File: src/rtl/integrate_dump.sv
// -----------------------------------------------------------------------------
// integrate_dump
//
// Integrate-and-dump accumulator for one correlator arm. Signed wiped-off
// samples are summed over one code period; a dump strobe closes the period,
// publishes the total, the sample count and a sticky saturation flag, and
// pulses result_valid for one cycle. The accumulator and the sample counter
// both saturate instead of wrapping. Either clamp marks the period as
// overflowed.
//
// Parameters
//   IN_WIDTH     width of the signed two's-complement input sample
//   ACC_WIDTH    width of the signed accumulator and result (> IN_WIDTH)
//   COUNT_WIDTH  width of the per-period sample counter
//
// Ports
//   clk           sample clock (single domain)
//   reset         asynchronous active-high reset; clears everything, no dump
//   clear         synchronous: discard the open period and restart it empty
//   sample_valid  sample qualifies this cycle
//   sample        signed input sample
//   dump          synchronous strobe: this cycle closes the period
//   result        signed sum of the last closed period (held)
//   result_count  number of samples in the last closed period (held)
//   result_ovf    saturation occurred in the last closed period (held)
//   result_valid  one-cycle pulse when result* were updated
// -----------------------------------------------------------------------------
module integrate_dump #(
  parameter int IN_WIDTH    = 4,
  parameter int ACC_WIDTH   = 20,
  parameter int COUNT_WIDTH = 16
) (
  input  logic                        clk,
  input  logic                        reset,
  input  logic                        clear,
  input  logic                        sample_valid,
  input  logic signed [IN_WIDTH-1:0]  sample,
  input  logic                        dump,
  output logic signed [ACC_WIDTH-1:0] result,
  output logic [COUNT_WIDTH-1:0]      result_count,
  output logic                        result_ovf,
  output logic                        result_valid
);

  localparam logic signed [ACC_WIDTH-1:0] ACC_MAX = {1'b0, {(ACC_WIDTH-1){1'b1}}};
  localparam logic signed [ACC_WIDTH-1:0] ACC_MIN = {1'b1, {(ACC_WIDTH-1){1'b0}}};
  localparam logic [COUNT_WIDTH-1:0]      CNT_ONE = {{(COUNT_WIDTH-1){1'b0}}, 1'b1};

  // One guard bit above the accumulator: the sum of an in-range accumulator
  // and a narrower sample can never overflow ACC_WIDTH+1 bits.
  function automatic logic signed [ACC_WIDTH:0] widen_add(
    input logic signed [ACC_WIDTH-1:0] a,
    input logic signed [IN_WIDTH-1:0]  s
  );
    logic signed [ACC_WIDTH:0] a_x;
    logic signed [ACC_WIDTH:0] s_x;
    a_x = {a[ACC_WIDTH-1], a};
    s_x = {{(ACC_WIDTH+1-IN_WIDTH){s[IN_WIDTH-1]}}, s};
    return a_x + s_x;
  endfunction

  // Guard bit and top result bit disagree exactly when the wide sum is
  // outside the ACC_WIDTH signed range; the guard bit gives the direction.
  function automatic logic sat_flag(input logic signed [ACC_WIDTH:0] x);
    return x[ACC_WIDTH] ^ x[ACC_WIDTH-1];
  endfunction

  function automatic logic signed [ACC_WIDTH-1:0] sat_acc(
    input logic signed [ACC_WIDTH:0] x
  );
    logic signed [ACC_WIDTH-1:0] r;
    if (sat_flag(x)) r = x[ACC_WIDTH] ? ACC_MIN : ACC_MAX;
    else             r = x[ACC_WIDTH-1:0];
    return r;
  endfunction

  // Counter sticks at all-ones; an attempted increment there is an overflow.
  function automatic logic [COUNT_WIDTH-1:0] sat_cnt(input logic [COUNT_WIDTH-1:0] c);
    return (&c) ? c : c + CNT_ONE;
  endfunction

  function automatic logic cnt_flag(input logic [COUNT_WIDTH-1:0] c);
    return &c;
  endfunction

  // Open-period state
  logic signed [ACC_WIDTH-1:0] acc_p0;
  logic [COUNT_WIDTH-1:0]      cnt_p0;
  logic                        ovf_p0;

  // Closed-period results
  logic signed [ACC_WIDTH-1:0] res_p1;
  logic [COUNT_WIDTH-1:0]      res_cnt_p1;
  logic                        res_ovf_p1;
  logic                        vld_p1;

  // Open period including this cycle's sample (if any)
  logic signed [ACC_WIDTH:0]   sum_x;
  logic signed [ACC_WIDTH-1:0] nxt_acc;
  logic [COUNT_WIDTH-1:0]      nxt_cnt;
  logic                        nxt_ovf;

  always_comb begin
    sum_x   = widen_add(acc_p0, sample);
    nxt_acc = acc_p0;
    nxt_cnt = cnt_p0;
    nxt_ovf = ovf_p0;
    if (sample_valid) begin
      nxt_acc = sat_acc(sum_x);
      nxt_cnt = sat_cnt(cnt_p0);
      nxt_ovf = ovf_p0 | sat_flag(sum_x) | cnt_flag(cnt_p0);
    end
  end

  // ---- stage p0: accumulate / close period; stage p1: published result ----
  always_ff @(posedge clk or posedge reset) begin
    if (reset) begin
      acc_p0     <= '0;
      cnt_p0     <= '0;
      ovf_p0     <= 1'b0;
      res_p1     <= '0;
      res_cnt_p1 <= '0;
      res_ovf_p1 <= 1'b0;
      vld_p1     <= 1'b0;
    end else if (clear) begin
      // Clear wins over a coincident sample and dump; results are untouched.
      acc_p0     <= '0;
      cnt_p0     <= '0;
      ovf_p0     <= 1'b0;
      vld_p1     <= 1'b0;
    end else if (dump) begin
      res_p1     <= nxt_acc;
      res_cnt_p1 <= nxt_cnt;
      res_ovf_p1 <= nxt_ovf;
      vld_p1     <= 1'b1;
      acc_p0     <= '0;
      cnt_p0     <= '0;
      ovf_p0     <= 1'b0;
    end else begin
      acc_p0     <= nxt_acc;
      cnt_p0     <= nxt_cnt;
      ovf_p0     <= nxt_ovf;
      vld_p1     <= 1'b0;
    end
  end

  assign result       = res_p1;
  assign result_count = res_cnt_p1;
  assign result_ovf   = res_ovf_p1;
  assign result_valid = vld_p1;

endmodule

File: config.mk
export PLATFORM = sky130hd
export DESIGN_NAME = integrate_dump
export DESIGN_NICKNAME = d
export VERILOG_FILES = /design/src/rtl/integrate_dump.sv
export SDC_FILE = /design/constraint.sdc
export NUM_CORES = 1
export LEC_CHECK = 0
export ABC_AREA = 1
export BUFFER_PORTS_ARGS = -buffer_cell sky130_fd_sc_hd__buf_2
export CAP_MARGIN = 20
export CORE_AREA = 3 3 111 113
export DETAILED_ROUTE_END_ITERATION = 8
export DIE_AREA = 0 0 114 116
export PLACE_DENSITY = 0.62
export SETUP_SLACK_MARGIN = 0.1
export SLEW_MARGIN = 20
export SYNTH_ARGS = -nofsm -noshare
export SYNTH_HDL_FRONTEND = slang
export SYNTH_SLANG_ARGS = --single-unit
export TNS_END_PERCENT = 20
File: constraint.sdc
create_clock -name clk -period 6 [get_ports clk]
set_input_delay 1.2 -clock clk [delete_from_list [all_inputs] [get_ports clk]]
set_output_delay 1.2 -clock clk [all_outputs]
set_load 0.005 [all_outputs]
==> flow_metrics.tcl <==
set metrics [dict create \
    firstDrtPassIters 4 \
    die_area_sq_um 13200 \
    dieWidth_microns 114 \
    cp_max_fo 18 \
    grt_use_total_pct 17.9 \
    crit_type "in2reg" \
    initial_core_util_pct 39.9 \
    critPathSlowestCell "a21oi_4" \
    clk_pin_slew_ps 60 \
    rsz0062_at_grt "false" \
    grt_pass1_wl_microns 19100 \
    slowest_delay_ps 460 \
    hold_class "reg2reg" \
    cts_buffers 9 \
    drv_slew 0 \
    post-cts-setup-buffer-count 0 \
    drcViolationCount 0 \
    grt_pass1_vias 4013 \
    clk_latency_ps 340 \
    hold_violations 0 \
    fillers 1180 \
    outcome "finished clean" \
    synth.distinct_cells 34 \
    finalCritPeriodShare_pct 56.4 \
    cts_max_path_buffers 2 \
    core_sq_um 11400 \
    netlist_area_sq_um 4550 \
    start_kind "input port" \
    cts_root_buffer "clkbuf_16" \
    drt_wl_total_microns 11200 \
    syn-num-nets 649 \
    critPathMostFrequentCell "nand2_1" \
    fin_hold_ws_ps 473 \
    clkSinkCount 75 \
    antenna_found_initial 0 \
    setup_viol 0 \
    final_nets 696 \
    yosys_warnings 0 \
    grt_max_degree 76 \
    ctsResizeCount 0 \
    die_y_microns 116 \
    io_pins 47 \
    fin_setup_tns_ps 0 \
    port_buffers 46 \
    syn_area_per_cell_sq_um 7.36 \
    finalClockSkew_ps 6.53 \
    detail-route-antenna-nets 0 \
    path_cells "buf_2, ha_1, a21oi_1, nand2_1, a21oi_1, nand3_1, nand2_1, nand2_1, a21oi_4, nand2_1, nand3_1, nand2_1" \
    cp.arrival_ps 3610 \
    num_vias 3985 \
    synthCells 618 \
    dp_hpwl_microns 8170 \
    cp.required_ps 6220 \
    areaGrowthSynthToFinish_pct 15.4 \
    power_leakage_nw 2.89 \
    fmax_mhz 295 \
    globalRoute.totalOverflow 0 \
    end_kind "flip-flop" \
    ys_seq_area_share_pct 41.2 \
    route.detailed.wl_per_inst_microns 13.7 \
    ctsHoldBuffers 0 \
    drt_iter0_drc 231 \
    place.gp.congestion 0.923 \
    cts_tree "done" \
    finalPower_mw 1.38 \
    slew_headroom_pct 37.1 \
    cp_top_family "compound AO/OA/AOI/OAI gates" \
    worstMarginPinSlew_ps 943 \
    worst-path-buf-inv 1 \
    power.density_nw_per_um2 263 \
    viasPerCell 4.90 \
    drv_cap 0 \
    drive_above_1_share_pct 15.7 \
    rows 39 \
    peakVddDrop_mv 0.144 \
    layout_min_cycle_time_ps 3390 \
    antenna_cells 0 \
    h-tree-depth 3 \
    ys_ff_latch 75 \
]
## routing by layer
| layer | part of all wire [%] | up-vias | GRT usage (%) |
|---|---|---|---|
| li1 | - | 2060 | - |
| met1 | 48 | 1839 | 23.6 |
| met2 | 46 | 70 | 29.9 |
| met3 | 3.3 | 16 | 3.03 |
| met4 | 1.9 | 0 | 5.70 |
| met5 | 0 | - | 0 |
## cells in the final DEF (no fill, tap or decap), types with 2 or more instances in the layout
cell	n
a21oi_1	23
a31oi_1	2
and2_1	2
buf_2	46
buf_4	3
clkbuf_16	9
clkinv_4	2
dfrtp_1	75
ha_1	21
inv_1	45
inv_2	2
inv_6	2
nand2_1	222
nand2_2	4
nand3_1	47
nand3b_1	3
nand4_1	7
nor2_1	64
nor2_2	4
nor3_1	6
o21ai_0	17
o21bai_1	6
or2_2	23
xnor2_1	4
xor2_1	16
## cells in the mapped netlist
master | n | area share [%]
and2_1 | 2 | 0.27
nor2_2 | 3 | 0.41
nand3b_1 | 3 | 0.49
o21ai_2 | 1 | 0.19
nand3b_4 | 1 | 0.44
or2_2 | 23 | 3.2
nor3_1 | 6 | 0.66
fa_1 | 1 | 0.44
ha_1 | 21 | 5.8
clkbuf_1 | 10 | 0.82
dfrtp_1 | 75 | 41
and2_2 | 1 | 0.17
nor2_1 | 65 | 5.4
nand3_1 | 47 | 5.2
o21ai_0 | 17 | 1.9
xor2_1 | 16 | 3.1
inv_2 | 1 | 0.082
nand3_2 | 1 | 0.22
inv_1 | 46 | 3.8
nand2_1 | 222 | 18
nand2_2 | 4 | 0.55
nor4_1 | 1 | 0.14
xnor2_1 | 4 | 0.77
o21bai_1 | 6 | 0.99
nand2_4 | 1 | 0.25
clkinv_1 | 1 | 0.082
buf_6 | 2 | 0.49
mux2i_1 | 1 | 0.22
a21oi_1 | 23 | 2.5
nand4_1 | 7 | 0.96
a31oi_1 | 2 | 0.27
a21oi_4 | 1 | 0.36
o32ai_1 | 1 | 0.19
buf_2 | 2 | 0.22
## area by class of cell
cell class / instances / area, sq um / area share, %
multi-input combinational: 481 / 2430 / 46.2
sequential: 75 / 1880 / 35.7
clock inverter: 7 / 83.8 / 1.60
inverter: 48 / 180 / 3.43
tap: 143 / 179 / 3.41
timing repair buffer: 50 / 280 / 5.34
clock buffer: 9 / 225 / 4.29
## final timing paths
path / start / endpoint / slack, ps / cells past startpoint
setup / recovery: sample[3] / result[10]$_DFFE_PP0P_ / 2610 / 12
hold / removal: result_count[15]$_DFFE_PP0P_ / result_count[15]$_DFFE_PP0P_ / 470 / 2
setup reg to reg: acc_p0[0]$_DFF_PP0_ / result[10]$_DFFE_PP0P_ / 3270 / 13
hold reg to reg: result_count[15]$_DFFE_PP0P_ / result_count[15]$_DFFE_PP0P_ / 470 / 2
max in group asynchronous: reset / result[18]$_DFFE_PP0P_ / 4230 / 3
min in group asynchronous: reset / result[1]$_DFFE_PP0P_ / 1140 / 3
## flip-flops by register name, indices dropped and copies added, names as in the netlist
| register | flops |
|---|---|
| cnt_p0 | 16 |
| ovf_p0 | 1 |
| result_ovf | 1 |
| acc_p0 | 20 |
| result_valid | 1 |
| result | 20 |
| result_count | 16 |
## tightest hold or removal path, stage by stage (launching register included)
cell and delay (ps):
dfrtp_1 340, nand2_1 50, nand2_1 60
## kinds of logic after synthesis
family | after synthesis | share of synthesized area, %
and+or+nand+nor | 387 | 36.6
DFF | 75 | 41.2
buffers and inverters | 62 | 5.50
AOI/OAI and AO/OA | 51 | 6.41
adders and majority gates | 22 | 6.21
xor gates and xnor gates | 20 | 3.85
muxes | 1 | 0.220
## metrics by stage
stage,util [%],setup slack [ps],instance area (sq um),cells
final,46.0,2610,5250,813
after global routing,46.0,2300,5250,813
after CTS,45.7,2640,5220,812
after detailed placement,43.0,2310,4910,796
after global placement,43.0,2370,4910,796
after floorplan,-,2890,4550,618
## power by group
group | internal [mW] | switching [mW] | leakage, nW
sequential | 0.541 | 0.0206 | 1.00
combinational | 0.0982 | 0.168 | 1.74
clock | 0.329 | 0.226 | 0.149
total | 0.968 | 0.415 | 2.89
Power figures use the tool's default switching activity.
